`config.mk`:
```
export PLATFORM = sky130hd
export DESIGN_NAME = image_stream_tx
export DESIGN_NICKNAME = d
export VERILOG_FILES = /design/src/rtl/conv_stream_pkg.sv /design/src/rtl/frame_buffer.sv /design/src/rtl/image_stream_tx.sv
export SDC_FILE = /design/constraint.sdc
export NUM_CORES = 1
export LEC_CHECK = 0
export ABC_AREA = 1
export BUFFER_PORTS_ARGS = -buffer_cell sky130_fd_sc_hd__buf_4
export CAP_MARGIN = 20
export CORE_MARGIN = 2
export CORE_UTILIZATION = 68
export DETAILED_ROUTE_END_ITERATION = 8
export HOLD_SLACK_MARGIN = 0.05
export PLACE_DENSITY_LB_ADDON = 0.15
export SETUP_SLACK_MARGIN = 0.1
export SYNTH_ARGS = -nofsm -noshare
export SYNTH_HDL_FRONTEND = slang
export SYNTH_HIERARCHICAL = 1
export SYNTH_SLANG_ARGS = --single-unit
export TNS_END_PERCENT = 30
```
`constraint.sdc`:
```
create_clock -name clk -period 6.5 [get_ports clk]
set_clock_uncertainty 0.05 [all_clocks]
set_input_delay 1.625 -clock clk [delete_from_list [all_inputs] [get_ports clk]]
set_output_delay 1.625 -clock clk [all_outputs]
set_load 0.02 [all_outputs]
```
`src/rtl/conv_stream_pkg.sv`:
```
// rtl/conv_stream_pkg.sv - shared types and helpers for the conv pixel-stream transmitter
package conv_stream_pkg;

  typedef enum logic [1:0] {
    IDLE   = 2'd0,
    FULL   = 2'd1,
    STREAM = 2'd2,
    FLUSH  = 2'd3
  } tx_state_t;

  function automatic int pixels(input int image_width);
    return image_width * image_width;
  endfunction

endpackage

```
`src/rtl/frame_buffer.sv`:
```
// rtl/frame_buffer.sv - one-frame pixel store, synchronous write, combinational read
module frame_buffer #(
  parameter int BitSize = 4,
  parameter int Depth   = 64,
  parameter int AddrW   = 6
) (
  input  logic               clk,
  input  logic               we_i,
  input  logic [AddrW-1:0]   waddr_i,
  input  logic [BitSize-1:0] wdata_i,
  input  logic [AddrW-1:0]   raddr_i,
  output logic [BitSize-1:0] rdata_o
);

  logic [BitSize-1:0] mem_q [Depth];

  always_ff @(posedge clk) begin
    if (we_i) begin
      mem_q[waddr_i] <= wdata_i;
    end
  end

  // Read is combinational so the next pixel can be registered without a bubble.
  assign rdata_o = mem_q[raddr_i];

endmodule

```
`src/rtl/image_stream_tx.sv`:
```
// rtl/image_stream_tx.sv - buffers one frame and streams it with backpressure, then flushes
import conv_stream_pkg::*;

module image_stream_tx #(
  parameter int BitSize     = 4,
  parameter int ImageWidth  = 8,
  parameter int FlushCycles = 448
) (
  input  logic               clk,
  input  logic               res,
  input  logic               ld_valid,
  input  logic [BitSize-1:0] ld_data,
  output logic               ld_ready,
  input  logic               start,
  output logic               tx_valid,
  output logic [BitSize-1:0] tx_data,
  input  logic               tx_ready,
  output logic               busy,
  output logic               done
);

  localparam int Pixels = pixels(ImageWidth);
  localparam int CntW   = $clog2(Pixels + 1);
  localparam int FlW    = (FlushCycles > 0) ? $clog2(FlushCycles + 1) : 1;
  localparam int AddrW  = (Pixels > 1) ? $clog2(Pixels) : 1;
  localparam logic [CntW-1:0] LastPix = CntW'(Pixels - 1);
  localparam logic [FlW-1:0]  LastFl  = FlW'((FlushCycles > 0) ? FlushCycles - 1 : 0);

  tx_state_t          state_q, state_d;
  logic [CntW-1:0]    wr_cnt_q, wr_cnt_d;
  logic [CntW-1:0]    rd_cnt_q, rd_cnt_d;
  logic [FlW-1:0]     fl_cnt_q, fl_cnt_d;
  logic               tx_valid_q, tx_valid_d;
  logic [BitSize-1:0] tx_data_q, tx_data_d;
  logic               busy_q, busy_d;
  logic               done_q, done_d;
  logic               buf_we;
  logic [BitSize-1:0] buf_rdata;

  assign buf_we = (state_q == IDLE) && ld_valid && !res;

  frame_buffer #(
    .BitSize(BitSize),
    .Depth  (Pixels),
    .AddrW  (AddrW)
  ) u_frame_buffer (
    .clk    (clk),
    .we_i   (buf_we),
    .waddr_i(wr_cnt_q[AddrW-1:0]),
    .wdata_i(ld_data),
    .raddr_i(rd_cnt_d[AddrW-1:0]),
    .rdata_o(buf_rdata)
  );

  always_ff @(posedge clk) begin
    if (res) begin
      state_q    <= IDLE;
      wr_cnt_q   <= '0;
      rd_cnt_q   <= '0;
      fl_cnt_q   <= '0;
      tx_valid_q <= 1'b0;
      tx_data_q  <= '0;
      busy_q     <= 1'b0;
      done_q     <= 1'b0;
    end else begin
      state_q    <= state_d;
      wr_cnt_q   <= wr_cnt_d;
      rd_cnt_q   <= rd_cnt_d;
      fl_cnt_q   <= fl_cnt_d;
      tx_valid_q <= tx_valid_d;
      tx_data_q  <= tx_data_d;
      busy_q     <= busy_d;
      done_q     <= done_d;
    end
  end

  always_comb begin
    state_d  = state_q;
    wr_cnt_d = wr_cnt_q;
    rd_cnt_d = rd_cnt_q;
    fl_cnt_d = fl_cnt_q;
    done_d   = 1'b0;
    case (state_q)
      IDLE: begin
        if (ld_valid) begin
          if (wr_cnt_q == LastPix) begin
            state_d  = FULL;
            wr_cnt_d = '0;
          end else begin
            wr_cnt_d = wr_cnt_q + 1'b1;
          end
        end
      end
      FULL: begin
        if (start) begin
          state_d  = STREAM;
          rd_cnt_d = '0;
        end
      end
      STREAM: begin
        if (tx_ready) begin
          if (rd_cnt_q == LastPix) begin
            rd_cnt_d = '0;
            fl_cnt_d = '0;
            // With no flush the frame completes on its last pixel beat.
            if (FlushCycles == 0) begin
              state_d = IDLE;
              done_d  = 1'b1;
            end else begin
              state_d = FLUSH;
            end
          end else begin
            rd_cnt_d = rd_cnt_q + 1'b1;
          end
        end
      end
      FLUSH: begin
        if (tx_ready) begin
          if (fl_cnt_q == LastFl) begin
            state_d  = IDLE;
            fl_cnt_d = '0;
            done_d   = 1'b1;
          end else begin
            fl_cnt_d = fl_cnt_q + 1'b1;
          end
        end
      end
      default: state_d = IDLE;
    endcase
  end

  // Registered outputs are derived from the next state so pixel 0 appears right after start.
  always_comb begin
    tx_valid_d = (state_d == STREAM);
    tx_data_d  = (state_d == STREAM) ? buf_rdata : '0;
    busy_d     = (state_d == STREAM) || (state_d == FLUSH);
  end

  assign ld_ready = (state_q == IDLE);
  assign tx_valid = tx_valid_q;
  assign tx_data  = tx_data_q;
  assign busy     = busy_q;
  assign done     = done_q;

endmodule

```
# --- Word level (Yosys, flattened, before mapping) ---
# Memories as Yosys holds them, arrays and structs flattened. A register that Yosys moved wholly into a read port is not among the register bits.
# Cells that the tools add are included.
# W data, S select, Z words.
word_totals:
  n_memories: 1
  input_bits: 9
  rom_bits: 0
  wordCells: 60
  ram_bits: 256
  register_bits: 28
  latchBits: 0
  output_inout_bits: 8
op_classes:
  add_sub_neg: 3
  n_bitwise: 3
  n_mul: 0
  n_div: 0
  n_shift: 0
  eq_ne: 12
  n_lt_le_gt_ge: 0
  n_reduce_logical: 12
  muxes: 21
memory_table:
  columns: ["name", "depth", "width", "read_ports", "rd_ports_with_merged_regs", "wr", "line", "text"]
  rows:
  - ["u_frame_buffer.mem_q", 64, 4, 1, 1, 1, "frame_buffer.sv:15", "logic [BitSize-1:0] mem_q [Depth];"]
ops:
  columns: ["cell", "count"]
  rows:
  - ["$mux W9", 4]
  - ["$mux W7", 4]
  - ["$pmux W9 S2", 1]
  - ["$add A7 B1 Y7 const B", 2]
  - ["$eq A7 B6 Y1 const B", 2]
  - ["$mux W2", 7]
  - ["$pmux W7 S2", 1]
  - ["$add A9 B1 Y9 const B", 1]
  - ["$eq A9 B9 Y1 const B", 1]
  - ["$eq A2 B2 Y1 const B", 4]
  - ["$ne A2 B2 Y1 const B", 4]
  - ["$pmux W2 S4", 1]
  - ["$reduce_and A4 Y1", 1]
  - ["$reduce_bool A2 Y1", 2]
  - ["$mux W1", 3]
  - ["$not A1 Y1", 3]
  - ["$reduce_and A3 Y1", 1]
  - ["$reduce_or A3 Y1", 1]
  - ["$eq A2 B1 Y1 const B", 1]
  - ["$logic_and A1 B1 Y1", 2]
  - ["$logic_not A2 Y1", 1]
  - ["$reduce_and A2 Y1", 1]
  - ["$reduce_or A2 Y1", 1]
  - ["$logic_not A1 Y1", 1]
  - ["$logic_or A1 B1 Y1", 1]

# --- Logic depth before layout (Yosys ltp) ---
logic_depth:
  depth_word: 7
  ltp_mapped: 21

# --- Hierarchy ---
# The synthesis kept the hierarchy.
modules_own_cells:
  columns: ["module", "seq_area_each_um2", "n_inst", "area_per_inst_um2", "cells_each"]
  rows:
  - ["frame_buffer", 7687.4, 1, 10801.6, 944]
  - ["image_stream_tx", 620.6, 1, 1609.0, 224]

# --- Worst setup path after synthesis ---
# No wires, ideal clock.
synth_path:
  path_type: "input -> register"
  start: "in res"
  end: "mem u_frame_buffer.mem_q[48][0], enable pin"
  slack_ns: 3.155
  stages: 5
  t_required_ns: 6.073
  t_arrival_ns: 2.918
  cell_sequence: "clkbuf_1 -> nor2_1 -> clkbuf_1 -> nand4_1 -> nor4_1"
synth_via:
  elab_chain_cells: 4
synth_lines:
  columns: ["element", "line", "text"]
  rows:
  - ["start, declared", "image_stream_tx.sv:10", "input logic res,"]
  - ["$logic_not A1 Y1", "image_stream_tx.sv:40", "assign buf_we = (state_q == IDLE) && ld_valid && !res;"]
  - ["$logic_and A1 B1 Y1", "image_stream_tx.sv:40", null]
  - ["named net buf_we", "image_stream_tx.sv:37", "logic buf_we;"]
  - ["$mux W1", "frame_buffer.sv:18", "if (we_i) begin"]
  - ["$mux W1 (not written as such)", "frame_buffer.sv:19", "mem_q[waddr_i] <= wdata_i;"]
  - ["end, declared", "frame_buffer.sv:15", null]
# The timed path passes the listed nets, and every way through them passes these cells.

# --- Final worst setup path ---
layout_path:
  start: "in tx_ready"
  end: "reg tx_data_q[0] (netlist: tx_data[0]), read port of u_frame_buffer.mem_q"
layout_rtl:
  columns: ["element", "line", "text"]
  rows:
  - ["start, declared", "image_stream_tx.sv:17", "input logic tx_ready,"]
  - ["$mux W7", "image_stream_tx.sv:101", "if (tx_ready) begin"]
  - ["$pmux W7 S2", "image_stream_tx.sv:83", "case (state_q)"]
  - ["named net rd_cnt_d[0]", "image_stream_tx.sv:31", "logic [CntW-1:0] rd_cnt_q, rd_cnt_d;"]
  - ["end, declared", "image_stream_tx.sv:34", "logic [BitSize-1:0] tx_data_q, tx_data_d;"]
# The timed path passes the listed nets, and every way through them passes these cells. The select of a mux whose other input is x is not followed.
# A chain may end at the register's enable or synchronous reset.

==> results.json <==
{
  "slowest_stage": "sky130_fd_sc_hd__buf_4",
  "asyncSetResetFlopFracSynth_pct": 0,
  "cp_max_fo": 96,
  "ir_worst_vdd_mv": 0.244,
  "reg2reg_from": "state_q[1]$_SDFF_PP0_",
  "clock_slew_at_reported_path_ffs_ns": 0.06,
  "crit-reg2reg-capture": "tx_data[0]$_SDFF_PP0_",
  "fillCellCount": 1182,
  "most-common-layout-cells": "sky130_fd_sc_hd__nand2_1 (365), sky130_fd_sc_hd__edfxtp_1 (256), sky130_fd_sc_hd__nand3_1 (234)",
  "cts_sinks": 287,
  "routed_wl_um": 27600,
  "fin_nets": 1180,
  "setup_tns_ns": 0,
  "timing.hold.ws_ns": 0.414,
  "tritoncts": "done",
  "power_density_nw_per_um2": 288,
  "grt_pass1_vias": 8332,
  "residual_drc": 0,
  "globalRouteOverflowTotal": 0,
  "clock_path_buffers": 3,
  "p_sw_share_pct": 19.6,
  "layout_cells_sized_above_1_pct": 7.84,
  "timing.critical_path.from_type": "input pin",
  "synth_sequential_area_ratio_pct": 66.9,
  "synth.distinct_cells": 37,
  "worst-endpoint-arrival_ns": 4.80,
  "numPortBuffers": 16,
  "library_cell_occupying_the_most_area_in_the_post_synthesis_netlist": "sky130_fd_sc_hd__edfxtp_1",
  "post_cts_buffers": 0,
  "global_route_wire_length_before_repair_um": 43400,
  "flip_flop_and_latch_count_after_synthesis": 287,
  "count_of_final_setup_violators": 0,
  "wl_per_cell_um": 19.5,
  "number_of_antenna_violations_at_the_first_check_in_global_routing": 0,
  "die_width_um": 139,
  "unrepaired_setup_endpoints_after_global_routing": "no",
  "min_period_over_period_pct": 67.8,
  "floorplan.core_area_um2": 18000,
  "clock_network_fraction_of_design_power_pct": 45.4,
  "timing.hold.worst.start": "rd_cnt_q[6]$_SDFFE_PP0P_",
  "worst-slew-pin-transition_ns": 0.993,
  "dp.final_hpwl_um": 15700,
  "timing_hold_violations_final": 0,
  "netlist_instances": 1168,
  "fmax_mhz": 227,
  "synth.top_cell.area_share_pct": 61.9,
  "insertedDiodeCount": 0,
  "status": "finished clean",
  "count_of_flip_flops_with_a_built_in_enable_after_synthesis": 256,
  "cellInternalPower_mw": 3.13,
  "synth_area_leaders": "sky130_fd_sc_hd__edfxtp_1 (62%), sky130_fd_sc_hd__nand2_1 (11%), sky130_fd_sc_hd__nand3_1 (9.4%)",
  "r2r_slack_ns": 2.40,
  "synthesis.area_per_instance_um2": 10.6,
  "final_max_slew_viol_count": 0,
  "p_comb_share_pct": 2.7,
  "hold-path-cell-count": 2,
  "mostFrequentLayoutCell": "sky130_fd_sc_hd__nand2_1",
  "crit_chain": "buf_4, o22ai_1, nor2_1, inv_1, nand2_1, nand2_4, clkinv_2, buf_4, nand2_1, nand3_1, nand3_1, nand2_1, nand2_1, nand3_1, nand3_1, nand2_1, inv_1, nor3_1",
  "cts_inserted_buffers": 29,
  "clock-root-buffer": "sky130_fd_sc_hd__clkbuf_16",
  "finalWeightedCongestion": 0.856,
  "floorplan.rows": 49,
  "timing.hold.worst_endpoint": "rd_cnt_q[6]$_SDFFE_PP0P_",
  "critPathBufInv": 5,
  "postSynth.topFlopCell": "sky130_fd_sc_hd__edfxtp_1",
  "cp_depth": 18,
  "design.portCount": 17,
  "p_switching_uw": 763,
  "initial_cell_density_of_the_core_pct": 69.1,
  "synthesis.nets": 1184,
  "critical-path-max-stage-delay_ns": 0.80,
  "drt.antenna.violating_nets": 0,
  "ctsResizeCount": 0,
  "min-delay-path-class": "flop to flop",
  "routed_via_density": 6.02,
  "area_delta_synth_final_pct": 8.85,
  "drv_cap": 0,
  "drt_first_pass_iters": 5,
  "worst_skew_pair.late_latency_ns": 0.54,
  "power_leakage_nw": 4.84,
  "cts.htree.levels": 1,
  "slew_headroom_pct": 33.8,
  "crit_type": "input pin to flop",
  "ys_warn_count": 6,
  "layout_min_cycle_time_ns": 4.41,
  "grt_util_all_layers_pct": 28.8,
  "largest_net_degree_at_the_start_of_global_routing": 98,
  "drt_iter0_markers": 897,
  "critPathTopFamily": "simple AND/OR/NAND/NOR gates",
  "fp.dieArea_um2": 19300,
  "critPathMostFrequentCell": "sky130_fd_sc_hd__nand2_1",
  "cts_hold_buf": 0,
  "chipHeight_um": 139,
  "critical_path.endpoint_type": "flop",
  "via_count": 8525,
  "netlist_area_um2": 12400,
  "rr_worst_depth": 18,
  "seq_power_share_pct": 52.0,
  "crit_required_ns": 6.89
}
## worst register-to-register path, delay by kind of cell (launching register included)
family                     cells  cell delay [ns]
adders and majority gates      1             0.34
and+or+nand+nor               12             1.67
DFF                            1             0.45
buffers and inverters          5             1.51
## power by group through the flow
stage / clock network, mW / logic, mW / registers [mW]
6_report: 1.76 / 0.103 / 2.02
5_1_grt: 1.86 / 0.114 / 2.02
4_1_cts: 1.78 / 0.104 / 2.02
3_5_place_dp: 0 / 0.102 / 2.06
3_3_place_gp: 0 / 0.101 / 2.06
2_1_floorplan: 0 / 0.0542 / 2.06
## logic make-up after synthesis
kind of cell,synth area share [%]
simple gates,25.6
flops,66.9
buf+inv,4.90
compound gates,1.41
fa+ha+maj,0.706
xor+xnor,0.423
## synth_stat cells (3+ instances only)
| library cell | number |
|---|---|
| sky130_fd_sc_hd__xor2_1 | 5 |
| sky130_fd_sc_hd__buf_4 | 5 |
| sky130_fd_sc_hd__nand3_1 | 234 |
| sky130_fd_sc_hd__a21oi_1 | 11 |
| sky130_fd_sc_hd__nor2_1 | 85 |
| sky130_fd_sc_hd__dfxtp_1 | 31 |
| sky130_fd_sc_hd__nor4_1 | 9 |
| sky130_fd_sc_hd__clkbuf_1 | 12 |
| sky130_fd_sc_hd__nand2_1 | 367 |
| sky130_fd_sc_hd__inv_1 | 40 |
| sky130_fd_sc_hd__ha_1 | 7 |
| sky130_fd_sc_hd__edfxtp_1 | 256 |
| sky130_fd_sc_hd__nor3_1 | 14 |
| sky130_fd_sc_hd__nand4_1 | 11 |
| sky130_fd_sc_hd__o21ai_0 | 9 |
| sky130_fd_sc_hd__buf_2 | 15 |
| sky130_fd_sc_hd__inv_2 | 6 |
| sky130_fd_sc_hd__nand3_2 | 3 |
| sky130_fd_sc_hd__buf_6 | 24 |
| sky130_fd_sc_hd__nand2_2 | 3 |
## sequential cells by signal, indices dropped and copies added (netlist names)
name                  cells
done                      1
fl_cnt_q                  9
rd_cnt_q                  7
state_q                   2
tx_data                   4
tx_valid                  1
u_frame_buffer/mem_q    256
wr_cnt_q                  7
## layout make-up
class                           instances  area [µm²]  area share, %
Clock buffer                           35         778           5.76
Clock inverter                         18         253           1.87
Inverter                               46         174           1.29
Multi-Input combinational cell        777        3500           25.9
Sequential cell                       287        8310           61.5
Tap cell                              229         287           2.12
Timing Repair Buffer                   23         205           1.52
## per-layer routing
layer	global-route usage [%]	wire length [µm]
met4	10.8	920
met3	4.97	2370
met5	0	0
met1	38.8	10800
met2	47.8	13500
## worst max path at each step
stage,from,end
2_1_floorplan,res,u_frame_buffer/mem_q[48][0]$_DFFE_PP_
3_3_place_gp,tx_ready,tx_data[0]$_SDFF_PP0_
3_5_place_dp,tx_ready,tx_data[0]$_SDFF_PP0_
4_1_cts,tx_ready,tx_data[0]$_SDFF_PP0_
5_1_grt,tx_ready,tx_data[1]$_SDFF_PP0_
6_report,tx_ready,tx_data[0]$_SDFF_PP0_
## metrics by stage
stage               instance area (µm²)  power [mW]  cells  utilization (%)  setup WS [ns]
finish                            13500        3.89   1415             75.2           2.09
global route                      13500        4.00   1415             75.2           1.88
CTS                               13500        3.91   1413             74.9           2.12
detailed placement                12400        2.16   1360             69.2           1.60
global placement                  12400        2.16   1360             69.2           1.72
floorplan                         12400        2.11   1168                -           3.16
Power figures use the tool's default switching activity.
